==> src/rtl/func_param_ctrl.sv <==
// Front-panel parameter controller: debounced keys adjust the frequency word,
// phase word and generator mode of a signal generator.
module func_param_ctrl #(
  parameter int         DEB_CYCLES = 1000,
  parameter logic [7:0] F_INIT     = 8'd1,
  parameter logic [7:0] F_MIN      = 8'd1,
  parameter logic [7:0] F_MAX      = 8'd255,
  parameter logic [7:0] P_STEP     = 8'd32
) (
  input  logic       clk,
  input  logic       rst,
  input  logic       key_f_up,
  input  logic       key_f_dn,
  input  logic       key_p,
  input  logic       key_mode,
  output logic [7:0] F_word,
  output logic [7:0] P_word,
  output logic [1:0] mode,
  output logic       squire_en,
  output logic       tri_en,
  output logic       sine_en,
  output logic       param_upd
);

  localparam int            CW       = (DEB_CYCLES > 1) ? $clog2(DEB_CYCLES) : 1;
  localparam logic [CW-1:0] CNT_LAST = CW'(DEB_CYCLES - 1);

  typedef enum logic [1:0] {
    ST_SQUARE = 2'd0,
    ST_TRI    = 2'd1,
    ST_SINE   = 2'd2,
    ST_OFF    = 2'd3
  } state_t;

  // key index: 0 = f_up, 1 = f_dn, 2 = p, 3 = mode
  logic [3:0]    w_raw;
  logic [3:0]    r_sync1;
  logic [3:0]    r_sync2;
  logic [3:0]    r_stable;
  logic [3:0]    r_stable_d;
  logic [CW-1:0] r_cnt [4];
  logic [3:0]    w_press;

  logic [7:0] r_f_word;
  logic [7:0] r_p_word;
  state_t     r_state;
  logic       r_squire_en;
  logic       r_tri_en;
  logic       r_sine_en;
  logic       r_param_upd;

  logic [7:0] w_f_next;
  logic [7:0] w_p_next;
  state_t     w_state_next;
  logic       w_upd;

  assign w_raw   = {key_mode, key_p, key_f_dn, key_f_up};
  assign w_press = r_stable & ~r_stable_d;

  // Synchronise and debounce each key; a level is accepted after DEB_CYCLES steady clocks.
  always_ff @(posedge clk) begin
    if (rst) begin
      r_sync1    <= 4'b0000;
      r_sync2    <= 4'b0000;
      r_stable   <= 4'b0000;
      r_stable_d <= 4'b0000;
      for (int k = 0; k < 4; k++) begin
        r_cnt[k] <= '0;
      end
    end else begin
      r_sync1    <= w_raw;
      r_sync2    <= r_sync1;
      r_stable_d <= r_stable;
      for (int k = 0; k < 4; k++) begin
        if (r_sync2[k] != r_stable[k]) begin
          if (r_cnt[k] == CNT_LAST) begin
            r_stable[k] <= r_sync2[k];
            r_cnt[k]    <= '0;
          end else begin
            r_cnt[k] <= r_cnt[k] + 1'b1;
          end
        end else begin
          r_cnt[k] <= '0;
        end
      end
    end
  end

  // Next parameter words; opposing frequency presses cancel, saturation suppresses change.
  always_comb begin
    w_f_next = r_f_word;
    w_p_next = r_p_word;
    if (w_press[0] && !w_press[1] && (r_f_word < F_MAX)) begin
      w_f_next = r_f_word + 8'd1;
    end else if (w_press[1] && !w_press[0] && (r_f_word > F_MIN)) begin
      w_f_next = r_f_word - 8'd1;
    end else begin
      w_f_next = r_f_word;
    end
    if (w_press[2]) begin
      w_p_next = r_p_word + P_STEP;
    end else begin
      w_p_next = r_p_word;
    end
    w_upd = (w_f_next != r_f_word) || (w_p_next != r_p_word);
  end

  // Mode sequencing on each mode press.
  always_comb begin
    w_state_next = r_state;
    if (w_press[3]) begin
      case (r_state)
        ST_SQUARE: w_state_next = ST_TRI;
        ST_TRI:    w_state_next = ST_SINE;
        ST_SINE:   w_state_next = ST_OFF;
        ST_OFF:    w_state_next = ST_SQUARE;
        default:   w_state_next = ST_SQUARE;
      endcase
    end else begin
      w_state_next = r_state;
    end
  end

  // Register parameter words, mode and one-hot enables together.
  always_ff @(posedge clk) begin
    if (rst) begin
      r_f_word    <= F_INIT;
      r_p_word    <= 8'd0;
      r_state     <= ST_SQUARE;
      r_squire_en <= 1'b1;
      r_tri_en    <= 1'b0;
      r_sine_en   <= 1'b0;
      r_param_upd <= 1'b0;
    end else begin
      r_f_word    <= w_f_next;
      r_p_word    <= w_p_next;
      r_state     <= w_state_next;
      r_squire_en <= (w_state_next == ST_SQUARE);
      r_tri_en    <= (w_state_next == ST_TRI);
      r_sine_en   <= (w_state_next == ST_SINE);
      r_param_upd <= w_upd;
    end
  end

  assign F_word    = r_f_word;
  assign P_word    = r_p_word;
  assign mode      = r_state;
  assign squire_en = r_squire_en;
  assign tri_en    = r_tri_en;
  assign sine_en   = r_sine_en;
  assign param_upd = r_param_upd;

endmodule

==> config.mk <==
export PLATFORM = sky130hd
export DESIGN_NAME = func_param_ctrl
export DESIGN_NICKNAME = d
export VERILOG_FILES = /design/src/rtl/func_param_ctrl.sv
export SDC_FILE = /design/constraint.sdc
export NUM_CORES = 1
export LEC_CHECK = 0
export ABC_AREA = 0
export CAP_MARGIN = 15
export CORE_MARGIN = 2
export CORE_UTILIZATION = 48
export CTS_BUF_LIST = sky130_fd_sc_hd__clkbuf_8 sky130_fd_sc_hd__clkbuf_16
export DETAILED_ROUTE_END_ITERATION = 8
export PLACE_DENSITY = 0.67
export SLEW_MARGIN = 5
export SYNTH_ARGS = -nofsm -noshare
export SYNTH_HDL_FRONTEND = slang
export SYNTH_SLANG_ARGS = --single-unit
==> constraint.sdc <==
create_clock -name clk -period 2.21 [get_ports clk]
set_clock_uncertainty 0.05 [all_clocks]
set_input_delay 0.3315 -clock clk [delete_from_list [all_inputs] [get_ports clk]]
set_output_delay 0.3315 -clock clk [all_outputs]
set_load 0.005 [all_outputs]
; After elaboration in Yosys (flattened, before gate mapping)
; Memory sizes are Yosys's and may differ from the RTL's.
; Index checks and enable logic that the tools add are counted.
[word_totals]
inputBits = 6
wordCells = 129
memories = 1
latchBits = 0
mem_bits_ro = 0
reg_bits = 38
ram_bits = 40
out_inout_bits = 22
[op_classes]
eq_ne = 15
add_sub_neg = 7
n_bitwise = 14
multipliers = 0
order_cmp = 2
reduce_logical = 13
mux = 63
n_shift = 0
div = 0
[mem_list]
columns = name, depth, width, rd, rd_clocked_by_memory_dff, wr, line
row1 = r_cnt, 4, 10, 4, 0, 4, 41  ; logic [CW-1:0] r_cnt [4];
[op_table]
columns = op, count
row1 = $mux 10, 12
row2 = $mux 1, 46
row3 = $add 10x1->10 const B, 4
row4 = $eq 10x10->1 const B, 4
row5 = $mux 8, 3
row6 = $ne 8x8->1, 2
row7 = $or 1x1->1, 12
row8 = $add 8x1->8 const B, 1
row9 = $add 8x6->8 const B, 1
row10 = $gt 8x1->1 const B, 1
row11 = $lt 8x8->1 const B, 1
row12 = $pmux 2 s4, 1
row13 = $reduce_and 2->1, 4
row14 = $sub 8x1->8 const B, 1
row15 = $eq 2x2->1 const B, 3
row16 = $and 4x4->4, 1
row17 = $eq 2x1->1 const B, 2
row18 = $logic_and 1x1->1, 4
row19 = $logic_not 2->1, 2
row20 = $ne 1x1->1, 4
row21 = $not 4->4, 1
row22 = $logic_not 1->1, 2
row23 = $mux 2, 1
row24 = $logic_or 1x1->1, 1

; Depth between registers and ports, before layout
[depth]
word_depth = 9
mapped_depth = 8
ltp_nobuf = 7

; Worst setup path after synthesis
; No wires, ideal clock.
[synth_path]
path_type = reg2reg
from = register r_f_word[0], in the netlist F_word[0]
to = register r_f_word[6], in the netlist F_word[6]
setup_ps = 68
stages_incl_launch_ff = 9
path_buffers = 1
required_time_ps = 2092
synth_period_minus_slack_ps = 2084
t_arrival_ps = 1967
path_slack_ps = 126
cell_sequence = dfxtp_1 -> inv_1 -> ha_1 -> o21ba_2 -> and3_1 -> buf_6 -> or4_4 -> a21o_1 -> a21oi_2
[synth_via]
elab_chain_len = 4
elab_cells_between_ends = 8
cone_classes = 2 x add/sub / 2 x order compare / 2 x mux / 2 x reduce/logical
[synth_rtl]
columns = item, line
row1 = "start, declared", 44  ; logic [7:0] r_f_word;
row2 = "start signal, assigned", 135  ; r_f_word <= w_f_next;
row3 = $gt 8x1->1, 95  ; end else if (w_press[1] && !w_press[0] && (r_f_word > F_MIN)) begin
row4 = $logic_and 1x1->1, 95
row5 = $mux 8, 95
row6 = $mux 8 (*), 93  ; if (w_press[0] && !w_press[1] && (r_f_word < F_MAX)) begin
; Every way passes the cells marked *; elsewhere a longest branch is shown, timed or not.
; A chain may end at the register's enable or synchronous reset.

; Worst setup path in the final report
; Same ends and word-level chain as after synthesis.

==> key figures <==
Outcome
  – Run status: finished, final reports clean

Route
  – WL per Instance: ~11 µm
  – First-pass iteration count of the detailed router: 4
  – Iter 0 DRT Violations: 98
  – Post-DRT Antenna Nets: 0
  – Max layer used: met4
  – Routed WL: roughly 5800 µm
  – WL met3: 205 µm
  – DR vias: 2,478
  – DR DRC count: 0
  – Met1 Wirelength: about 2800 µm
  – Drt via density: between 4 and 5
  – WL met2: between 2000 and 3000 µm

Synth
  – Complex-gate fraction of the synthesized area: 6.788%
  – Number of synthesized flops with an enable pin: 40
  – Yosys warns: 0
  – Synthesized flop and latch total: 73
  – Most used DFF post-synth: edfxtp_1
  – Post-Synth Adder-Cell Area: 3.573%
  – Post-synthesis mux area share: about 1.4%
  – Area of the mapped netlist: between 0.003 and 0.004 mm²
  – Post-Synth Simple-Gate Area: approximately a quarter
  – Synth Area in XOR/XNOR: a little under 9%
  – Avg Inst Size Synth: about 10 µm²
  – Largest family of logic cells by synthesized area: simple AND/OR/NAND/NOR gates
  – Post-Synthesis Cells: ~340
  – Post-synthesis sequential area ratio: 53.16%
  – Post-synthesis cell type count: 47
  – Ys async rst share: 0%

CTS
  – Htree depth: 3
  – CTS Hold Bufs: 0
  – CTS Buf Count: 9
  – Clock sink count: 73
  – Clock slew seen by the registers of the worst setup and hold paths: about 0.07 ns
  – Post-CTS Setup Repair Bufs: 0
  – Root buf cell: clkbuf_8
  – CTS max path bufs: 2
  – CTS resizes: 0
  – Clk_lat worst skew: about 0.33 ns
  – CTS tree: yes

Global route
  – Aggregate global routing overflow: 0
  – GRT Total Usage: 16.29%
  – Vias in the first global route: between 2,000 and 2,500
  – First-pass GRT wire length: between 10,000 and 15,000 µm
  – Largest net degree at the start of global routing: 18
  – Initial antenna violation count: 0

Critical path
  – Worst endpoint required time: ~2.4 ns
  – CP startpoint: F_word[0]
  – Worst r2r src: F_word[0]
  – Critical Path AT: 2.29 ns
  – Crit path kind: flip-flop to flip-flop
  – CP Capture Type: flip-flop
  – CP max stage cell: or4_4
  – Type of origin of the critical path: flip-flop
  – Maximum fanout along the worst path: 7
  – CP Cell Sequence: inv_1 -> ha_1 -> o21ba_2 -> and3_1 -> or4_4 -> a21o_1 -> a21oi_2
  – Largest stage delay, worst path: 0.53 ns
  – Setup slack, reg-to-reg: about 0.15 ns

Power
  – PwrDens: a little under 700 mW/mm²
  – Final Power: 2.870 mW
  – Worst vdd ir: slightly below 0.4 mV
  – Leak Pwr: 1.595 nW

Timing
  – Setup tns final: 0 ns
  – Final Cycle Share: ~93%
  – Tmin final: 2.065 ns
  – Final hold vios: 0
  – Setup violators final: 0
  – Highest Clock Rate: approximately 480 MHz
  – Slew Viols, Final: 0
  – RSZ-0062 raised after global routing: no
  – Final worst slack: roughly 0.15 ns

Floorplanning
  – Full die area: about 0.0080 mm²
  – Core area: about 0.007 mm²
  – DIE WIDTH: roughly 89 µm
  – Initial core utilization: about half
  – Die height: about 89 µm
  – FP Rows: 31
  – I/O pins: 28

Layout
  – Layout cells sized above 1: under 10%
  – Register area: ~0.0019 mm²
  – NumNets Final: roughly 430
  – Area Growth Syn to Fin: 20.86%
  – Multi-input gate area: roughly 0.0017 mm²
  – N_diodes: 0
  – Fillcell total: 630

Place
  – GPL Wtd Cong: around 0.9
  – Buffers on Ports: 22
  – DP Worst Slack: ~0.078 ns
  – HPWL after detailed placement: around 4200 µm

Hold path
  – Hold path start: r_sync1[1]
  – Worst Hold Class: flip-flop to flip-flop

Job
  – Total of max-cap violations: 0
-- cells in the final DEF (no fill, tap or decap), drive strengths merged, types with 2 or more instances in the layout --
master         Yosys  layout
nor2              53      53
conb               2      45
edfxtp            40      40
dfxtp             33      33
nand2             23      23
clkdlybuf4s50      0      22
xor2              18      18
xnor2             17      17
nor2b             15      15
a21oi             13      13
nand3             12      12
and3              11      11
clkbuf             5      11
nand4             10      10
ha                10      10
nor3               9       9
o21ai              8       8
inv                7       8
nand2b             7       7
or3                7       7
mux2i              5       5
and2               5       5
nor3b              3       3
buf                6       3
nor4               2       2
a311oi             2       2
bufinv             0       2
or4                2       2
-- state kept, by name, summed over array words and instances (netlist names) --
name        flops
tri_en          1
r_stable        4
F_word          8
r_sync1         4
r_stable_d      4
sine_en         1
r_cnt          40
P_word          3
mode            2
param_upd       1
squire_en       1
r_sync2         4
-- per-layer routing --
| layer | global-route usage [%] | vias up |
|---|---|---|
| li1 | - | 1293 |
| met5 | 0 | - |
| met3 | 3.601 | 13 |
| met1 | 21.08 | 1117 |
| met2 | 25.72 | 55 |
| met4 | 8.277 | 0 |
-- Yosys cell counts (2+ instances only) --
| master | instances | share of area (%) |
|---|---|---|
| a21oi_1 | 12 | 1.7 |
| a311oi_1 | 2 | 0.50 |
| and2_1 | 5 | 0.89 |
| and3_1 | 10 | 1.8 |
| buf_4 | 5 | 1.1 |
| clkbuf_1 | 5 | 0.54 |
| conb_1 | 2 | 0.21 |
| dfxtp_1 | 33 | 19 |
| edfxtp_1 | 40 | 34 |
| ha_1 | 10 | 3.6 |
| inv_1 | 7 | 0.75 |
| mux2i_1 | 5 | 1.4 |
| nand2_1 | 23 | 2.5 |
| nand2b_1 | 7 | 1.3 |
| nand3_1 | 12 | 1.7 |
| nand4_1 | 10 | 1.8 |
| nor2_1 | 52 | 5.6 |
| nor2b_1 | 15 | 2.7 |
| nor3_1 | 9 | 1.3 |
| nor3b_1 | 3 | 0.64 |
| nor4_1 | 2 | 0.36 |
| o21ai_0 | 8 | 1.1 |
| or3_1 | 7 | 1.3 |
| xnor2_1 | 17 | 4.3 |
| xor2_1 | 18 | 4.5 |
-- where the power goes --
group | leakage (nW) | internal [mW] | switching (mW)
Sequential | 0.680 | 1.47 | 0.0318
Clock | 0.126 | 0.775 | 0.503
Combinational | 0.789 | 0.0425 | 0.0508
-- worst max-delay path: cells and delay by family, from the launching register on --
kind / cells / cell delay (ns)
DFF: 1 / 0.39
and+or+nand+nor: 2 / 0.74
adders and majority gates: 1 / 0.23
AOI/OAI and AO/OA: 3 / 0.50
buffers and inverters: 1 / 0.10
-- layout make-up --
| class | instances | area share [%] |
|---|---|---|
| clock inverters | 5 | 1.921 |
| well taps | 99 | 2.926 |
| repair buffers | 25 | 6.030 |
| flip-flops and latches | 73 | 44.04 |
| clock buffers | 11 | 4.109 |
| multi-input cells | 293 | 40.35 |
| inverters | 7 | 0.6208 |
-- metrics by stage --
stage          hold WS, ns  util, %  cell area, µm²  std cells
2_1_floorplan       0.3638        -            3664        384
3_3_place_gp        0.3773    55.40            3975        497
3_5_place_dp        0.3704    55.40            3975        497
4_1_cts             0.3875    58.95            4230        513
5_1_grt             0.4119    58.99            4233        513
6_report            0.3875    58.99            4233        513
-- final timing paths --
check	cells after the start	end
hold / removal	1	r_sync2[1]
setup / recovery	7	F_word[6]
hold reg to reg	1	r_sync2[1]
setup reg to reg	7	F_word[6]
-- logic make-up (layout without fill, tap and decap cells) --
family	count (synthesis)	after routing
AO/OA/AOI/OAI	36	36
buffers and inverters	18	48
multiplexers	5	5
adder cells (fa/ha/maj)	10	10
AND/OR/NAND/NOR	162	162
XOR/XNOR	35	35
flip-flops	73	73
other	2	45
Note: power is estimated with default switching activity, not from simulation.
